[src/rtl/wb_regfile_sb.sv]
// Writeback stage: architectural register file, SP adjust, store pulse,
// pending-write scoreboard and bypassed operand read ports.
module wb_regfile_sb #(
    parameter int              XLEN     = 64,
    parameter int              NREGS    = 16,
    parameter int              NRD      = 2,
    parameter int              CNTW     = 2,
    parameter int              SP_IDX   = 4,
    parameter logic [XLEN-1:0] SP_RESET = '0,
    localparam int             RW       = $clog2(NREGS)
) (
    input  logic                clk,
    input  logic                reset_n,
    input  logic                wb_valid,
    output logic                wb_ready,
    input  logic                wb_we0,
    input  logic                wb_we1,
    input  logic [RW-1:0]       wb_dst0,
    input  logic [RW-1:0]       wb_dst1,
    input  logic [XLEN-1:0]     wb_data0,
    input  logic [XLEN-1:0]     wb_data1,
    input  logic [XLEN-1:0]     wb_sp_delta,
    input  logic                wb_store,
    input  logic                wb_sim_end,
    input  logic                iss_valid,
    input  logic                iss_we0,
    input  logic                iss_we1,
    input  logic [RW-1:0]       iss_dst0,
    input  logic [RW-1:0]       iss_dst1,
    output logic                iss_ready,
    input  logic [NRD*RW-1:0]   rd_idx,
    output logic [NRD*XLEN-1:0] rd_data,
    output logic [NRD-1:0]      rd_busy,
    output logic                store_wb_flag,
    output logic                sim_done
);

    localparam logic [RW-1:0]   SPI  = RW'(SP_IDX);
    localparam logic [CNTW-1:0] CMAX = '1;
    localparam logic [CNTW-1:0] CONE = CNTW'(1);

    logic [XLEN-1:0] regs_q [NREGS];
    logic [XLEN-1:0] regs_d [NREGS];
    logic [CNTW-1:0] cnt_q  [NREGS];
    logic [CNTW-1:0] cnt_d  [NREGS];
    logic            store_q;
    logic            done_q;

    logic             retire;
    logic             iss_acc;
    logic             full0;
    logic             full1;
    logic [NREGS-1:0] ret_hit;
    logic [NREGS-1:0] iss_hit;
    logic [NREGS-1:0] underflow;

    assign wb_ready      = !done_q;
    assign retire        = wb_valid & !done_q;
    assign store_wb_flag = store_q;
    assign sim_done      = done_q;

    // Post-retire view: feeds both the array and the bypassed read ports.
    always_comb begin
        for (int r = 0; r < NREGS; r++) begin
            regs_d[r] = regs_q[r];
        end
        if (retire) begin
            regs_d[SPI] = regs_q[SPI] + wb_sp_delta;
            if (wb_we0) regs_d[wb_dst0] = wb_data0;
            if (wb_we1) regs_d[wb_dst1] = wb_data1;
        end
    end

    always_comb begin
        for (int r = 0; r < NREGS; r++) begin
            ret_hit[r] = retire & ((wb_we0 & (wb_dst0 == RW'(r))) |
                                   (wb_we1 & (wb_dst1 == RW'(r))));
        end
    end

    assign full0 = iss_we0 & (cnt_q[iss_dst0] == CMAX) & !ret_hit[iss_dst0];
    assign full1 = iss_we1 & (cnt_q[iss_dst1] == CMAX) & !ret_hit[iss_dst1];
    assign iss_ready = !(full0 | full1);
    assign iss_acc   = iss_valid & iss_ready & !done_q;

    always_comb begin
        for (int r = 0; r < NREGS; r++) begin
            iss_hit[r]   = iss_acc & ((iss_we0 & (iss_dst0 == RW'(r))) |
                                      (iss_we1 & (iss_dst1 == RW'(r))));
            underflow[r] = ret_hit[r] & (cnt_q[r] == '0);
            cnt_d[r]     = cnt_q[r];
            if (iss_hit[r] && !ret_hit[r]) begin
                cnt_d[r] = cnt_q[r] + CONE;
            end else if (ret_hit[r] && !iss_hit[r] && !underflow[r]) begin
                cnt_d[r] = cnt_q[r] - CONE;
            end
        end
    end

    for (genvar k = 0; k < NRD; k++) begin : g_rd
        logic [RW-1:0] idx;
        assign idx = rd_idx[k*RW +: RW];
        assign rd_data[k*XLEN +: XLEN] = regs_d[idx];
        assign rd_busy[k] = (cnt_q[idx] != '0) &&
                            !((cnt_q[idx] == CONE) && ret_hit[idx]);
    end

    always_ff @(posedge clk or negedge reset_n) begin
        if (!reset_n) begin
            for (int r = 0; r < NREGS; r++) begin
                regs_q[r] <= (r == SP_IDX) ? SP_RESET : '0;
                cnt_q[r]  <= '0;
            end
            store_q <= 1'b0;
            done_q  <= 1'b0;
        end else begin
            for (int r = 0; r < NREGS; r++) begin
                regs_q[r] <= regs_d[r];
                cnt_q[r]  <= cnt_d[r];
            end
            store_q <= retire & wb_store;
            if (retire && wb_sim_end) done_q <= 1'b1;
        end
    end

`ifndef SYNTHESIS
    // Retiring a register with no pending write means decode lost track.
    a_no_underflow: assert property (
        @(posedge clk) disable iff (!reset_n) underflow == '0
    );
`endif

endmodule
[config.mk]
export PLATFORM = sky130hd
export DESIGN_NAME = wb_regfile_sb
export DESIGN_NICKNAME = d
export VERILOG_FILES = /design/src/rtl/wb_regfile_sb.sv
export SDC_FILE = /design/constraint.sdc
export NUM_CORES = 2
export LEC_CHECK = 0
export CAP_MARGIN = 40
export CORE_MARGIN = 5
export CORE_UTILIZATION = 50
export DETAILED_ROUTE_END_ITERATION = 8
export PLACE_DENSITY = 0.79
export SYNTH_ARGS = -nofsm -noshare
export SYNTH_HDL_FRONTEND = slang
export SYNTH_SLANG_ARGS = --single-unit
[constraint.sdc]
create_clock -name clk -period 4.6 [get_ports clk]
set_input_delay 0.69 -clock clk [delete_from_list [all_inputs] [get_ports clk]]
set_output_delay 0.69 -clock clk [all_outputs]
set_load 0.05 [all_outputs]
==> flow_metrics.env <==
export IMPL_crit_arrival_ns=4.64
export IMPL_holdPathStages=2
export IMPL_first_global_vias=74452
export IMPL_crit_chain="ha_4, buf_4, a21oi_4, buf_6, o211ai_1, nand4_1, a311oi_2, buf_4, buf_6, nor2_4, o311ai_4, a221oi_2, xor2_1, buf_4, o21ai_4, o211ai_1, o221ai_1, buf_4, buf_12"
export IMPL_drtPass1Iterations=9
export IMPL_floorplan_initialDensity_pct=50.4
export IMPL_antenna_left=0
export IMPL_root_buffer="clkbuf_16"
export IMPL_drt_iter0_markers=12450
export IMPL_die_w_microns=391
export IMPL_synth_distinct_cells=90
export IMPL_reg2reg_slack_ns=0.93
export IMPL_setup_tns_ns=-57.48
export IMPL_path_class="reg -> out"
export IMPL_rsz0062_at_grt="true"
export IMPL_ir_worst_vdd_mv=0.322
export IMPL_mostFrequentLayoutCells="buf_4 (1239), dfrtp_1 (1039), mux2i_1 (1035), nand2_1 (923), o21ai_0 (792)"
export IMPL_antenna_found_initial=43
export IMPL_core_area_sq_mm=0.144
export IMPL_syn_inst=7827
export IMPL_layout_commonest_cell="buf_4"
export IMPL_finalPower_mw=24.5
export IMPL_leakage_nw=45.5
export IMPL_die_h_microns=391
export IMPL_num_rows=139
export IMPL_drc=7
export IMPL_cts_sinks=1058
export IMPL_hold_ws_ns=0.451
export IMPL_cts_tree="yes"
export IMPL_grt_first_pass_wirelength_mm=492
export IMPL_setup_slack_ns=-0.731
export IMPL_ys_ff_latch=1058
export IMPL_ys_warn_count=0
export IMPL_num_io_pins=360
export IMPL_slew_violations=0
export IMPL_violations="DRC, setup timing"
export IMPL_reg2reg_depth=18
export IMPL_grtUsageTotal_pct=43.1
export IMPL_worst_setup_path_start_kind="register"
export IMPL_synth_area_leaders="dfrtp_1 (36%), mux2i_1 (14%), mux4_2 (13%)"
export IMPL_routedWlPerCell_microns=30.9
export IMPL_area_growth_synth_to_final_pct=33.6
export IMPL_fin_crit_sh_pct=116
export IMPL_cp_data_required_time_ns=3.91
export IMPL_worst_slew_pin_slew_ns=1.06
export IMPL_crit_path_max_fanout=6
export IMPL_synth_top_area_cell="dfrtp_1"
export IMPL_syn_area_per_cell_sq_um=9.27
export IMPL_powerDensity_mw_per_mm2=252
export IMPL_nets=9318
export IMPL_gp_routability_congestion=1.05
export IMPL_yosysSeqAreaShare_pct=36.5
export IMPL_synth_nets=8117
export IMPL_setup_violations_final=128
export IMPL_critPathSlowestCell="dfrtp_2"
export IMPL_ys_flop_type="dfrtp_1"
export IMPL_grt_start_max_net_pins=181
export IMPL_hold_path_class="in -> reg"
export IMPL_synth_top_area_share_pct=36.5
export IMPL_numCtsBuffers=118
export IMPL_fmax_ghz=0.188
export IMPL_clockBufferDepth=3
export IMPL_clkSlewWorstSetupHoldPaths_ns=0.07
export IMPL_via_count=75590
export IMPL_portBuffers=359
export IMPL_synth_edf_count=0
export IMPL_clk_latency_ns=0.82
export IMPL_grt_overflow_total=0
export IMPL_drive_above_1_share_pct=29.8
export IMPL_max_slew_margin_pct=29.6
export IMPL_synthArstFlopShare_pct=100
export IMPL_outcome="finished with violations"
export IMPL_drv_cap=0
export IMPL_final_hold_viol_count=0
export IMPL_crit_path_frequent_cell="buf_4"
export IMPL_crit_path_max_incr_delay_ns=0.51
export IMPL_totalWireLength_mm=341
export IMPL_syn_cell_area_sq_mm=0.0726
export IMPL_dpl_hpwl_mm=235
export IMPL_die_area_sq_mm=0.153
export IMPL_ctsHtreeMaxLevel=3
export IMPL_fin_crit_ns=5.33
export IMPL_detail_route_vias_per_cell=6.84
export IMPL_clock_skew_ns=0.0505
export IMPL_critPathCaptureType="output port"
cell usage after synthesis, types with 52 or more instances:
library cell,n
o22ai_1,52
nand2_1,957
mux4_2,432
a21oi_1,649
ha_1,63
o21ai_0,909
inv_1,425
clkbuf_1,530
buf_2,119
mux2i_1,1044
a211oi_1,82
buf_1,68
dfrtp_1,1058
nor2_1,648
worst max-delay path, delay by kind of cell (launching register included):
family                     cells  cell delay [ns]
AOI/OAI and AO/OA              8             1.40
xor gates and xnor gates       1             0.26
adders and majority gates      1             0.31
buffers and inverters          7             1.14
DFF                            1             0.51
and+or+nand+nor                2             0.22
per-stage QoR:
step | util, % | instances | instance area (sq um) | setup slack (ns)
finish | 67.4 | 11049 | 97000 | -0.731
global route | 67.3 | 11046 | 97000 | -0.797
CTS | 66.4 | 10989 | 95600 | -0.832
detailed placement | 61.2 | 10684 | 88100 | -1.20
global placement | 61.2 | 10680 | 88100 | -1.18
floorplan | - | 7827 | 72700 | -0.284
routing by layer:
metal / part of all wire [%] / global-route usage [%] / up-vias
met3: 17 / 21.2 / 1833
met2: 40 / 59.0 / 6910
met5: 0.10 / 0.784 / -
met4: 8.8 / 29.9 / 28
met1: 34 / 53.0 / 36411
li1: - / - / 30408
state kept, by name, indices dropped and copies added (netlist names):
register	flops
cnt_q	32
store_wb_flag	1
sim_done	1
regs_q	1024
cell families (layout without fill, tap and decap cells):
group           Yosys count  count (layout)  share of synthesized area, %
mux                    1502            1502                          28.2
fa+ha+maj                64              64                          1.11
simple gates           1908            1910                          10.9
xor+xnor                 57              57                         0.688
other cells               0              27                             0
flops                  1058            1058                          36.5
buf+inv                1172            2461                          6.41
compound gates         2066            2067                          16.2
power breakdown:
group | total, mW | switching, mW | internal [mW]
clock network | 10.1 | 4.33 | 5.78
registers | 9.47 | 0.0653 | 9.40
logic | 4.90 | 2.97 | 1.93
path summary, 6_finish.rpt:
| path | startpoint | to |
|---|---|---|
| max | regs_q[714]$_DFF_PN0_ | rd_data[53] |
| min | wb_store | store_wb_flag$_DFF_PN0_ |
| max reg2reg | regs_q[714]$_DFF_PN0_ | regs_q[758]$_DFF_PN0_ |
| min reg2reg | regs_q[124]$_DFF_PN0_ | regs_q[124]$_DFF_PN0_ |
| max in group asynchronous | reset_n | regs_q[719]$_DFF_PN0_ |
| min in group asynchronous | reset_n | regs_q[67]$_DFF_PN0_ |
area by class of cell:
| class | count | area [sq um] |
|---|---|---|
| Multi-Input combinational cell | 5600 | 44700 |
| Timing Repair Buffer | 1823 | 17800 |
| Clock inverter | 39 | 531 |
| Inverter | 427 | 1610 |
| Tap cell | 1903 | 2380 |
| Antenna cell | 27 | 67.6 |
| Sequential cell | 1058 | 26500 |
| Clock buffer | 172 | 3490 |
| Fill cell | 10386 | 47000 |
what timing repair did:
action / CTS / global route
endpoints found under the setup margin: 131 / 129
gates resized for setup: 611 / 215
endpoints found under the hold margin: 32 / 0
pin swaps: 247 / 156
gates cloned: 7 / 0
buffers inserted: 112 / 39
hold buffers: 1 / 0
No activity file was read; power rests on OpenSTA's default activity.
